### src/rtl/serial_adder_pkg.sv
`default_nettype none
// ============================================================================
// Module      : serial_adder_pkg
// Description : Shared state encoding and mode constants for serial_adder.
// Revision    : 1.0 - initial release
// ============================================================================
package serial_adder_pkg;

   localparam logic [1:0] ST_IDLE = 2'd0;
   localparam logic [1:0] ST_RUN  = 2'd1;
   localparam logic [1:0] ST_DONE = 2'd2;

   localparam logic MODE_ADD = 1'b0;
   localparam logic MODE_SUB = 1'b1;

endpackage
`default_nettype wire

### src/rtl/serial_adder_fa_cell.sv
`default_nettype none
// ============================================================================
// Module      : fa_cell
// Description : One-bit combinational full adder.
// Revision    : 1.0 - initial release
// ============================================================================
module fa_cell (
   input  logic a_i,
   input  logic b_i,
   input  logic cin_i,
   output logic s_o,
   output logic co_o
);

   assign s_o  = a_i ^ b_i ^ cin_i;
   assign co_o = (a_i & b_i) | (a_i & cin_i) | (b_i & cin_i);

endmodule
`default_nettype wire

### src/rtl/serial_adder.sv
`default_nettype none
// ============================================================================
// Module      : serial_adder
// Description : Bit-serial two's-complement add/subtract, LSB first, with a
//               start/busy/done handshake and held result outputs.
// Revision    : 1.0 - initial release
// ============================================================================
module serial_adder
   import serial_adder_pkg::*;
#(
   parameter int WIDTH = 8
) (
   input  logic             clk,
   input  logic             rst_n,
   input  logic             start_i,
   input  logic             mode_i,
   input  logic [WIDTH-1:0] a_i,
   input  logic [WIDTH-1:0] b_i,
   output logic             busy_o,
   output logic             done_o,
   output logic [WIDTH-1:0] sum_o,
   output logic             cout_o,
   output logic             ovf_o
);

   localparam int               CNT_W    = $clog2(WIDTH + 1);
   localparam logic [CNT_W-1:0] LAST_CNT = CNT_W'(WIDTH - 1);

   logic [1:0]       state_q, state_d;
   logic [WIDTH-1:0] a_q, a_d;
   logic [WIDTH-1:0] b_q, b_d;
   logic [WIDTH-1:0] res_q, res_d;
   logic [CNT_W-1:0] cnt_q, cnt_d;
   logic             c_q, c_d;
   logic [WIDTH-1:0] sum_q, sum_d;
   logic             cout_q, cout_d;
   logic             ovf_q, ovf_d;
   logic             fa_s, fa_co;

   fa_cell u_fa (
      .a_i   (a_q[0]),
      .b_i   (b_q[0]),
      .cin_i (c_q),
      .s_o   (fa_s),
      .co_o  (fa_co)
   );

   always_comb begin
      state_d = state_q;
      a_d     = a_q;
      b_d     = b_q;
      res_d   = res_q;
      cnt_d   = cnt_q;
      c_d     = c_q;
      sum_d   = sum_q;
      cout_d  = cout_q;
      ovf_d   = ovf_q;
      case (state_q)
         ST_IDLE: begin
            if (start_i) begin
               a_d     = a_i;
               b_d     = (mode_i == MODE_SUB) ? ~b_i : b_i;
               c_d     = mode_i;
               cnt_d   = '0;
               state_d = ST_RUN;
            end
         end
         ST_RUN: begin
            a_d             = a_q >> 1;
            b_d             = b_q >> 1;
            res_d           = res_q >> 1;
            res_d[WIDTH-1]  = fa_s;
            c_d             = fa_co;
            cnt_d           = cnt_q + CNT_W'(1);
            // On the last bit, c_q is the carry into the MSB.
            if (cnt_q == LAST_CNT) begin
               sum_d   = res_d;
               cout_d  = fa_co;
               ovf_d   = c_q ^ fa_co;
               state_d = ST_DONE;
            end
         end
         ST_DONE: state_d = ST_IDLE;
         default: state_d = ST_IDLE;
      endcase
   end

   always_ff @(posedge clk or negedge rst_n) begin
      if (!rst_n) begin
         state_q <= ST_IDLE;
         a_q     <= '0;
         b_q     <= '0;
         res_q   <= '0;
         cnt_q   <= '0;
         c_q     <= 1'b0;
         sum_q   <= '0;
         cout_q  <= 1'b0;
         ovf_q   <= 1'b0;
      end else begin
         state_q <= state_d;
         a_q     <= a_d;
         b_q     <= b_d;
         res_q   <= res_d;
         cnt_q   <= cnt_d;
         c_q     <= c_d;
         sum_q   <= sum_d;
         cout_q  <= cout_d;
         ovf_q   <= ovf_d;
      end
   end

   assign busy_o = (state_q == ST_RUN);
   assign done_o = (state_q == ST_DONE);
   assign sum_o  = sum_q;
   assign cout_o = cout_q;
   assign ovf_o  = ovf_q;

endmodule
`default_nettype wire

### config.mk
export PLATFORM = sky130hd
export DESIGN_NAME = serial_adder
export DESIGN_NICKNAME = d
export VERILOG_FILES = /design/src/rtl/serial_adder_pkg.sv /design/src/rtl/serial_adder_fa_cell.sv /design/src/rtl/serial_adder.sv
export SDC_FILE = /design/constraint.sdc
export NUM_CORES = 1
export LEC_CHECK = 0
export BUFFER_PORTS_ARGS = -buffer_cell sky130_fd_sc_hd__buf_2
export CAP_MARGIN = 20
export CORE_ASPECT_RATIO = 1.5
export CORE_MARGIN = 2
export CORE_UTILIZATION = 50
export CTS_CLUSTER_SIZE = 24
export DETAILED_ROUTE_END_ITERATION = 8
export HOLD_SLACK_MARGIN = 0.06
export PLACE_DENSITY = 0.7
export RECOVER_POWER = 25
export SLEW_MARGIN = 0
export SYNTH_ARGS = -nofsm -noshare
export SYNTH_HDL_FRONTEND = slang
export SYNTH_SLANG_ARGS = --single-unit
### constraint.sdc
create_clock -name clk -period 2.3 [get_ports clk]
set_input_delay 0.575 -clock clk [delete_from_list [all_inputs] [get_ports clk]]
set_output_delay 0.575 -clock clk [all_outputs]
set_load 0.01 [all_outputs]
== Yosys cells after proc, flatten, opt, wreduce, memory -nomap -nowiden ==
Cells that the tools add are included.
Storage, ports and cells
  bits in registers: 41
  bits of input ports: 20
  output and inout port bits: 12
  logic and storage cells: 41
Cells by class
  bitwise logic cells: 9
  mux-type cells: 12
  reduce and logical (&&, ||, !) cells: 5
  add/sub/neg operators: 1
  equal/unequal tests: 5
Operator list (count)
  $pmux 8 s2: 2
  $mux 8: 3
  $not 8->8: 1
  $pmux 4 s2: 1
  $reduce_and 2->1: 3
  $add 4x1->4 const B: 1
  $eq 4x3->1 const B: 1
  $mux 2: 2
  $mux 4: 1
  $pmux 2 s2: 1
  $and 1x1->1: 3
  $xor 1x1->1: 3
  $eq 2x1->1 const B: 1
  $eq 2x2->1 const B: 1
  $logic_not 2->1: 1
  $ne 2x1->1 const B: 1
  $ne 2x2->1 const B: 1
  $or 1x1->1: 2
  $pmux 1 s2: 1
  $reduce_bool 2->1: 1
  $mux 1: 1

== Depth between registers and ports, before layout ==
  depth after elaboration: 4
  mapped depth: 6
  gate-level depth less buffers: 4

== Modules after synthesis ==
From an unflattened synthesis, not the netlist that was laid out.
Unflattened totals
  cell total of the unflattened synthesis: 151
  area, all modules: 1788.0 sq um
Modules (own cells, without submodules)
  serial_adder: area each 1767.9 sq um, sequential area each 1001.0 sq um, instances 1, cells an instance 150
  fa_cell: area each 20.0 sq um, sequential area each 0.0 sq um, instances 1, cells an instance 1

== Worst setup path before layout ==
Ideal clock, no wire load.
  kind: register -> output
  start point: register state_q[1]
  end point: output done_o
  buffers on the path: 2
  required time: 1.725 ns
  arrival time: 1.015 ns
  stages on the path, launching flop included: 4
  slack: 0.710 ns
  path through: dfrtp_1 > buf_4 > buf_2 > nor2b_1
On the way
  cells in the longest elaborated chain, start to end: 1
RTL lines
  start: declaration: RTL line serial_adder.sv:29  | logic [1:0] state_q, state_d;
  start signal: assignment: RTL line serial_adder.sv:100  | state_q <= state_d;
  $eq 2x2->1: RTL line serial_adder.sv:113  | assign done_o = (state_q == ST_DONE);
  end: declaration: RTL line serial_adder.sv:20  | output logic done_o,
Every way passes these cells.

== Worst setup path in the final report ==
  start point: register state_q[1]
  end point: output busy_o
On the way
  cells in the longest elaborated chain, start to end: 1
RTL lines
  $eq 2x1->1: RTL line serial_adder.sv:112  | assign busy_o = (state_q == ST_RUN);
  end: declaration: RTL line serial_adder.sv:19  | output logic busy_o,
Every way passes these cells.

==> flow_metrics.tcl <==
set metrics [dict create \
    status "completed" \
    first_global_vias 1285 \
    root_buffer "clkbuf_8" \
    firstDrtPassIters 6 \
    crit_arrival_ps 1430 \
    initial_core_util_pct 53.0 \
    grt_util_all_layers_pct 19.9 \
    yosys.area_share.simple_pct 9.59 \
    fin_crit_sh_pct 87.0 \
    clock_latency_ps 290 \
    multi_input_area_um2 747 \
    power.leakage_nw 1.04 \
    post_cts_buffers 0 \
    yosys_warnings 0 \
    r2r_slack_ps 500 \
    antenna_left 0 \
    fmax_ghz 0.500 \
    gp_congestion 0.758 \
    cp-startpoint "state_q[1]" \
    final.fill_count 298 \
    synthArstFlopShare_pct 100 \
    tightest_slew_ps 911 \
    synth_cell_type_count 31 \
    synthMuxAreaShare_pct 11.0 \
    synth_top_area_share_pct 54.8 \
    syn2layout_area_growth_pct 18.4 \
    ys_seq_area_share_pct 54.8 \
    relSlewSlack_pct 39.1 \
    antenna_cells 0 \
    synth_top_family_by_area "compound AO/OA/AOI/OAI gates" \
    worstHoldPathType "input pin to async pin" \
    hpwl_um 2610 \
    dieWidth_um 53.4 \
    drive_gt1_share_pct 33.5 \
    grt_pass1_wl_um 6020 \
    finClkSkew_ps 7.91 \
    final-setup-viol-count 0 \
    timing.setup.tns_ps 0 \
    overflow 0 \
    max_cap_viol_count 0 \
    synthXorXnorAreaFrac_pct 4.32 \
    grt_max_degree 17 \
    synth_area_mm2 0.00183 \
    hold_viol 0 \
    worst_setup_path_end_kind "output port" \
    synth-edff-count 0 \
    core_mm2 0.00345 \
    port_buffers 31 \
    path_clk_slew_ps 80 \
    syn_avg_cell_area_um2 12.0 \
    wl_per_cell_um 15.4 \
    synth-adder-area-share_pct 1.78 \
    period_needed_ps 2000 \
    crit_required_ps 1730 \
    synth-main-ff-cell "dfrtp_1" \
    r2r_end "b_q[1]" \
    worstSetupPathType "flip-flop to output port" \
    numCtsBuffers 5 \
    ys_seq_elements 40 \
    dieArea_mm2 0.00416 \
    utilization_pct 62.7 \
    antenna_found_initial 0 \
    critPathLaunchType "flip-flop" \
    tritoncts "built" \
    final_nets 209 \
    synthCells 152 \
    worst-path-max-fanout 16 \
    num_rows 26 \
    synthTopCellsByCount "40 x dfrtp_1, 19 x nand2_1, 17 x mux2_2" \
    synth_fp_nets 174 \
    drt_iter0_drc 56 \
    htreeDepth 2 \
    reg2regPathDepth 4 \
    num_vias 1265 \
    cts.sinks 40 \
    synth_compound_area_share_pct 14.2 \
    cts_hold_buffers 0 \
    ir_drop_mv 0.959 \
    routed_via_density 5.50 \
    cellPowerDensity_mw_per_mm2 1390 \
    ctsResizeCount 0 \
    reg2reg_from "state_q[0]" \
    regArea_mm2 0.00100 \
    slew_viol_final 0 \
    finalWirelength_um 3550 \
    clock_path_buffers 2 \
    drc 0 \
    yosysMostFrequentCell "dfrtp_1" \
    io_pins 32 \
    die_h_um 78.0 \
    synth_top_cell_by_area "dfrtp_1" \
    rsz0062_at_grt "false" \
    synthTopCellsByArea "dfrtp_1 55%, mux2_2 10%, a22oi_1 6.6%, nand2_1 3.9%, xor2_1 3.4%" \
]
==> layer usage <==
| metal | up-vias | GRT usage, % | part of all wire, % |
|---|---|---|---|
| met5 | - | 0 | 0 |
| met4 | 0 | 8.46 | 2.0 |
| met3 | 5 | 6.46 | 5.9 |
| met2 | 42 | 31.2 | 50 |
| met1 | 604 | 24.7 | 42 |
| li1 | 614 | - | - |
==> per-stage QoR <==
stage	hold WS, ps	total power, W	area (um2)	setup WS [ps]	cells
3_3_place_gp	463	0.00219	2010	558	222
2_1_floorplan	279	0.00197	1830	710	152
3_5_place_dp	467	0.00225	2010	512	222
4_1_cts	140	0.00305	2170	267	230
6_report	273	0.00301	2160	298	230
5_1_grt	332	0.00322	2160	191	230
==> power breakdown <==
| group | internal (W) | total (W) | leakage [nW] | switching, W |
|---|---|---|---|---|
| combinational | 0.000498 | 0.000984 | 0.443 | 0.000486 |
| clock | 0.000543 | 0.000788 | 0.0784 | 0.000245 |
| sequential | 0.000997 | 0.00124 | 0.514 | 0.000240 |
| total | 0.00204 | 0.00301 | 1.04 | 0.000971 |
==> layout make-up <==
| type | instances | share of cell area, % |
|---|---|---|
| Clock inverter | 3 | 4.17 |
| Clock buffer | 5 | 3.18 |
| Inverter | 2 | 0.347 |
| Tap cell | 42 | 2.43 |
| Timing Repair Buffer | 37 | 9.03 |
| Sequential cell | 40 | 46.3 |
| Multi-Input combinational cell | 101 | 34.5 |
==> registers in the layout (all words and copies together) (netlist names) <==
signal	count
a_q	8
b_q	8
sum_o	8
res_q	7
cnt_q	4
state_q	2
c_q	1
cout_o	1
ovf_o	1
==> cells in the final DEF (no fill, tap or decap), drive strengths merged, types with 3 or more instances in the layout <==
| cell | netlist | layout |
|---|---|---|
| dfrtp | 40 | 40 |
| buf | 8 | 35 |
| nand2 | 19 | 19 |
| mux2 | 17 | 17 |
| a22oi | 16 | 16 |
| o21ai | 10 | 10 |
| xor2 | 7 | 7 |
| clkbuf | 1 | 7 |
| nor2 | 5 | 5 |
| nor2b | 5 | 5 |
| a21oi | 4 | 4 |
| bufinv | 0 | 3 |
==> worst max-delay path by stage <==
stage	endpoint	slack [ps]	cells past startpoint
after global placement	b_q[3]	560	4
after floorplan	done_o	710	3
after detailed placement	b_q[1]	510	4
after global routing	busy_o	190	2
after CTS	busy_o	270	2
final	busy_o	300	2
==> cells by family after synthesis <==
| logic type | count (synthesis) |
|---|---|
| AOI/OAI and AO/OA | 38 |
| xor gates and xnor gates | 9 |
| adders and majority gates | 2 |
| buffers and inverters | 11 |
| DFF | 40 |
| muxes | 18 |
| and+or+nand+nor | 34 |
==> critical path, cell delays in order, from the launching register on <==
cell and delay (ps):
dfrtp_1 600, nor2b_4 340, buf_2 190
Power figures use the tool's default switching activity.
